<file path="src/rtl/pipe_scroller.sv">
// pipe_scroller: scrolls one pipe across a 16-column grid, draws gap rows
// from a 4-bit LFSR, keeps score and runs the IDLE/RUN/OVER game FSM.
module pipe_scroller #(
    parameter int unsigned TICK_DIV = 8,
    parameter int unsigned GAP_SIZE = 4,
    parameter int unsigned BIRD_X   = 12,
    parameter int unsigned GAP_INIT = 6
) (
    input  logic       clk,
    input  logic       reset_n,
    input  logic       start,
    input  logic       collision,
    output logic [3:0] pipe_x,
    output logic [3:0] gap_y,
    output logic [7:0] score,
    output logic       step,
    output logic       running,
    output logic       game_over
);

    typedef enum logic [1:0] {
        IDLE = 2'd0,
        RUN  = 2'd1,
        OVER = 2'd2
    } state_t;

    localparam logic [7:0] DIV_LAST  = 8'(TICK_DIV - 1);
    localparam logic [3:0] GAP_MAX   = 4'(16 - GAP_SIZE);
    localparam logic [3:0] GAP_DEC   = 4'(GAP_SIZE);
    localparam logic [3:0] BIRD_COL  = 4'(BIRD_X);
    localparam logic [3:0] GAP_RESET = 4'(GAP_INIT);
    localparam logic [3:0] LFSR_SEED = 4'b1001;

    state_t     state;
    logic [7:0] divider;
    logic [3:0] lfsr;
    logic [3:0] lfsr_next;
    logic [3:0] gap_next;

    // Next LFSR value (x^4+x^3+1) and the gap row folded into the legal range
    always_comb begin
        lfsr_next = {lfsr[2:0], lfsr[3] ^ lfsr[2]};
        gap_next  = (lfsr > GAP_MAX) ? (lfsr - GAP_DEC) : lfsr;
    end

    // Game FSM, scroll divider, pipe position, gap loads and score
    always_ff @(posedge clk or negedge reset_n) begin
        if (!reset_n) begin
            state     <= IDLE;
            divider   <= '0;
            lfsr      <= LFSR_SEED;
            pipe_x    <= '0;
            gap_y     <= GAP_RESET;
            score     <= '0;
            step      <= 1'b0;
            running   <= 1'b0;
            game_over <= 1'b0;
        end else begin
            step <= 1'b0;
            unique case (state)
                IDLE, OVER: begin
                    if (start) begin
                        state     <= RUN;
                        running   <= 1'b1;
                        game_over <= 1'b0;
                        pipe_x    <= '0;
                        score     <= '0;
                        divider   <= '0;
                        gap_y     <= gap_next;
                        lfsr      <= lfsr_next;
                    end
                end
                RUN: begin
                    // Collision wins over a coincident step: nothing moves
                    if (collision) begin
                        state     <= OVER;
                        running   <= 1'b0;
                        game_over <= 1'b1;
                        divider   <= '0;
                    end else if (divider == DIV_LAST) begin
                        divider <= '0;
                        step    <= 1'b1;
                        pipe_x  <= pipe_x + 4'd1;
                        if (pipe_x == BIRD_COL && score != 8'hFF) begin
                            score <= score + 8'd1;
                        end
                        if (pipe_x == 4'hF) begin
                            gap_y <= gap_next;
                            lfsr  <= lfsr_next;
                        end
                    end else begin
                        divider <= divider + 8'd1;
                    end
                end
                default: begin
                    state     <= IDLE;
                    running   <= 1'b0;
                    game_over <= 1'b0;
                end
            endcase
        end
    end

endmodule
</file>
<file path="config.mk">
export PLATFORM = sky130hd
export DESIGN_NAME = pipe_scroller
export DESIGN_NICKNAME = d
export VERILOG_FILES = /design/src/rtl/pipe_scroller.sv
export SDC_FILE = /design/constraint.sdc
export NUM_CORES = 1
export LEC_CHECK = 0
export CAP_MARGIN = 20
export CORE_ASPECT_RATIO = 0.7
export CORE_MARGIN = 1
export CORE_UTILIZATION = 50
export CTS_BUF_LIST = sky130_fd_sc_hd__clkbuf_8
export DETAILED_ROUTE_END_ITERATION = 8
export PLACE_DENSITY = 0.8
export REMOVE_ABC_BUFFERS = 1
export SETUP_SLACK_MARGIN = 0.4
export SYNTH_ARGS = -nofsm -noshare
export SYNTH_HDL_FRONTEND = slang
export SYNTH_SLANG_ARGS = --single-unit
</file>
<file path="constraint.sdc">
create_clock -name clk -period 4 [get_ports clk]
set_input_delay 0.4 -clock clk [delete_from_list [all_inputs] [get_ports clk]]
set_output_delay 0.4 -clock clk [all_outputs]
set_load 0.03 [all_outputs]
</file>
After elaboration in Yosys (flattened, before gate mapping) --
Index checks and enable logic that the tools add are counted. Widths: inputs -> output; s select.
Word-level totals: register bits after elaboration 33, input port bits 4, logic and storage cells 71
Operators by class: add/subtract/negate cells 4, order comparisons 1, eq/ne operators 12, muxes and demuxes 35, bitwise gates (word level) 1, reduce and logical (&&, ||, !) cells 9
Operators by type and width (count):
- $mux 4 | 12
- $mux 8 | 6
- $pmux 8 s2 | 2
- $pmux 4 s2 | 3
- $add 8x1->8 const B | 2
- $ne 2x2->1 const B | 6
- $reduce_and 5->1 | 2
- $eq 4x4->1 const B | 2
- $eq 8x3->1 const B | 1
- $ne 8x8->1 const B | 1
- $mux 1 | 7
- $add 4x1->4 const B | 1
- $gt 4x4->1 const B | 1
- $mux 2 | 2
- $pmux 1 s2 | 2
- $pmux 2 s2 | 1
- $reduce_and 2->1 | 2
- $reduce_and 4->1 | 1
- $sub 4x3->4 const B | 1
- $eq 2x1->1 const B | 1
- $eq 2x2->1 const B | 1
- $logic_not 2->1 | 1
- $reduce_bool 2->1 | 1
- $reduce_or 2->1 | 1
- 2 further kinds | 2

Logic depth before layout (Yosys ltp) --
depth in word-level cells 6, depth in mapped cells 7, gate-level depth less buffers 7

Worst setup path before layout --
OpenSTA, ideal clock, no wires.
path type register to register, from reg, netlist name game_over, to reg gap_y[0], setup time 125 ps, arrival time 1989 ps, path slack 1886 ps, cell stages (with the launch flop) 8, buffers on the path 2, path through dfrtp_1 or3b_1 buf_6 nor3_4 nor2_2 a21o_1 buf_6 mux2_4
RTL lines:
- to (signal assigned) | line 69 | gap_y <= gap_next;
- to (signal assigned) | line 88 | gap_y <= gap_next;
- to (decl) | line 14 | output logic [3:0] gap_y,

Worst setup path after layout --
from in collision, to reg lfsr[2]
On the way: word-level cells in the longest chain between the ends 2
RTL lines:
- from (decl) | line 12 | input logic collision,
- $ne 2x2->1 (no line)
- $reduce_and 5->1 (no line)
- to (signal assigned) | line 70 | lfsr <= lfsr_next;
- to (signal assigned) | line 89 | lfsr <= lfsr_next;
- to (decl) | line 36 | logic [3:0] lfsr;
Every way passes these cells. A chain may end at the register's enable or synchronous reset.

==> out/qor.csv <==
stage;metric;value;unit
finish;area grow syn2layout;20.4;%
timing;final setup vio count;0;
floorplan;initial core utilization;52.3;%
floorplan;Rows;17;
timing;period utilization;59.7;%
power_and_ir_drop;Tot Pwr;737;uW
timing;Slew @ Worst Pin;906;ps
power_and_ir_drop;Power per Cell Area;372;nW/um^2
timing;top achievable clock speed;419;MHz
clock_network;clock sink total;31;
yosys;post-synth cell types;39;
yosys;cell count after synthesis;161;
worst_setup_path;Critical Path RT;4170;ps
worst_setup_path;depth of the worst register-to-register path;5;
worst_setup_path;RR Endpoint;lfsr[2];
worst_setup_path;WS Path Type;in -> reg;
timing;worst hold margin;537;ps
clock_network;number of gates resized after CTS;0;
placement;IO buf count;22;
timing;RSZ-0062 raised after global routing;false;
routing;Antenna Nets Post-Route;0;
clock_network;CTS tree;done;
finish;layout net count;196;
worst_setup_path;Worst Setup End Kind;flip-flop;
yosys;syn avg cell area;10.2;um^2
routing;drt first pass iters;4;
global_route;largest net degree at the start of global routing;21;
routing;total number of vias;1340;
finish;Filler Cells Inserted;257;
worst_setup_path;worst reg2reg setup slack;1730;ps
routing;metal2 WL;1600;um
power_and_ir_drop;VDD IR max;0.000157;V
floorplan;core area;3150;um^2
yosys;FF+latch count, synth;31;
routing;Iteration-0 DRC Markers;123;
yosys;FFs w/ async S/R, synth;100;%
global_route;total track usage;23.5;%
global_route;first-pass GRT wire length;6230;um
clock_network;number of H-tree levels;2;
placement;Final Wtd Congestion;0.880;
timing;Final Skew;3.88;ps
floorplan;Die Height;50.0;um
worst_hold_path;worst min path class;reg -> reg;
clock_network;Post-CTS Repair Setup Buffers;0;
routing;DR WL met3;157;um
worst_setup_path;peak fanout along the critical path;11;
global_route;GRT overflow;0;
yosys;Post-synth EDFFs;0;
timing;Slew Limit Fails;0;
yosys;top_reg_cell synth;dfrtp_1;
routing;final wirelength;3520;um
power_and_ir_drop;Pleak;0.876;nW
status;outcome;finished clean;
finish;layout cells sized above 1;11.8;%
run;Max-Cap Viols;0;
floorplan;die area;3530;um^2
yosys;yosys warns;0;
timing;Rel. slew slack;39.4;%
clock_network;Reg clk slew, reported paths;60;ps
yosys;Syn Std Cell Area;1650;um^2
worst_setup_path;Worst setup SP type;primary input;
worst_hold_path;Hold EP;score[5];
global_route;initial antenna violation count;0;
floorplan;Die Wd;70.6;um
placement;placed wire-length estimate;2500;um
clock_network;post-cts hold buffer count;0;
worst_hold_path;hold-critical path depth;1;
global_route;vias in the first global route;1290;
worst_setup_path;CP arrival;2560;ps
yosys;sequential area share after synthesis;47.4;%
worst_setup_path;RR Startpoint;game_over;
routing;DR vias/cell;5.96;
worst_hold_path;HP Start;score[5];
finish;ant diodes;0;
clock_network;clk root buf;clkbuf_8;
routing;Top Layer Used;met4;
clock_network;CTS max path bufs;2;
clock_network;number of CTS-inserted buffers;5;
routing;met1 wire length;1720;um
timing;setup TNS;0;ps
routing;Routed wire per std cell;15.6;um
timing;Fin. Hold Viols;0;
routing;# DRC;0;
floorplan;IO Count;23;
timing;post-layout min period;2390;ps
clock_network;latest clock arrival within the worst-skew pair;290;ps
## registers in the layout, summed over array words and instances, names as in the netlist
register and count:
step 1, score 8, divider 8, gap_y 4
lfsr 3, pipe_x 4, state 1, game_over 1
running 1
## routing by layer
metal,GRT usage (%),vias to the layer above
met1,32.3,663
met2,34.1,42
met5,0,-
met3,5.93,5
met4,12.3,0
li1,-,630
## cell families (layout without fill, tap and decap cells)
| kind of cell | Yosys count | after routing | synth area share [%] |
|---|---|---|---|
| adders and majority gates | 6 | 6 | 4.56 |
| buffers and inverters | 8 | 34 | 3.04 |
| xor gates and xnor gates | 5 | 5 | 2.66 |
| AOI/OAI and AO/OA | 40 | 40 | 14.8 |
| and+or+nand+nor | 63 | 63 | 20.3 |
| DFF | 31 | 31 | 47.4 |
| muxes | 8 | 8 | 7.29 |
## layout make-up
class	instances	area, um^2	share of cell area (%)
repair buffers	23	228	11.5
clock buffers	7	96.3	4.85
inverters	3	11.3	0.567
clock inverters	1	3.75	0.189
multi-input cells	122	817	41.2
well taps	38	47.5	2.40
flip-flops and latches	31	781	39.3
## Yosys cell counts (all sizes together), types with 2 or more instances
| cell type | count | area share, % |
|---|---|---|
| nand2 | 18 | 4.1 |
| o41ai | 2 | 1.1 |
| a31oi | 5 | 1.9 |
| nor2 | 13 | 3.1 |
| dfrtp | 27 | 41 |
| inv | 3 | 0.68 |
| a21o | 4 | 1.8 |
| xnor2 | 3 | 1.6 |
| nor3 | 4 | 1.9 |
| dfstp | 4 | 6.4 |
| nand4 | 5 | 1.9 |
| buf | 4 | 2.1 |
| nand2b | 2 | 0.76 |
| and3 | 4 | 1.5 |
| o21ai | 18 | 5.5 |
| a22o | 3 | 1.6 |
| ha | 6 | 4.6 |
| nand3 | 7 | 2.1 |
| xor2 | 2 | 1.1 |
| a21oi | 5 | 1.5 |
| mux2 | 8 | 7.3 |
## stage by stage
step,utilization (%),area [um^2],instances,worst slack [ps]
floorplan,-,1610,156,1810
global placement,59.9,1880,217,1380
detailed placement,59.9,1880,217,1320
CTS,63.0,1980,225,1630
global route,63.0,1980,225,1490
finish,63.0,1980,225,1610
## worst max-delay path by stage
| stage | slack (ps) | from | endpoint |
|---|---|---|---|
| final | 1610 | collision | lfsr[2] |
| after global routing | 1490 | collision | lfsr[2] |
| after CTS | 1630 | collision | lfsr[2] |
| after detailed placement | 1320 | collision | lfsr[2] |
| after global placement | 1380 | collision | gap_y[3] |
| after floorplan | 1810 | game_over | lfsr[2] |
## layout by cell type, fill, tap and decap left out
cell             synthesis  final
o41ai_1                  2      2
clkdlybuf4s50_1          0     22
a21o_1                   4      4
xnor2_1                  3      3
buf_4                    1      1
clkbuf_8                 0      7
nand2b_1                 2      2
and2b_1                  1      1
inv_1                    3      4
nor3_4                   1      1
a31oi_1                  5      5
a22o_1                   3      3
o21bai_1                 1      1
a41oi_1                  1      1
or3b_1                   1      1
and4_1                   1      1
and2_1                   1      1
nor2b_1                  1      1
or3_1                    1      1
xor2_1                   2      2
nand4b_1                 1      1
mux2_4                   8      8
nor3_1                   3      3
dfstp_2                  4      4
nor2_1                  12     12
a21oi_1                  5      5
nor4b_1                  1      1
nand3_1                  7      7
nand4_1                  5      5
o21ai_0                 18     18
nand2_1                 18     18
and3_1                   4      4
nand4bb_1                1      1
or2b_1                   1      1
ha_1                     6      6
nor2_2                   1      1
o31ai_1                  1      1
dfrtp_1                 27     27
## power breakdown
| part | switching (mW) | internal, mW | total, mW |
|---|---|---|---|
| combinational | 0.0740 | 0.0426 | 0.117 |
| sequential | 0.0188 | 0.328 | 0.347 |
| clock | 0.120 | 0.154 | 0.274 |
| total | 0.213 | 0.525 | 0.737 |
## critical path, stage by stage
cell and delay, ps:
clkdlybuf4s50_1 460, or3b_1 460, nor3_4 380, nor2_2 170, a21o_1 330, mux2_4 350
Note: power is estimated with default switching activity, not from simulation.
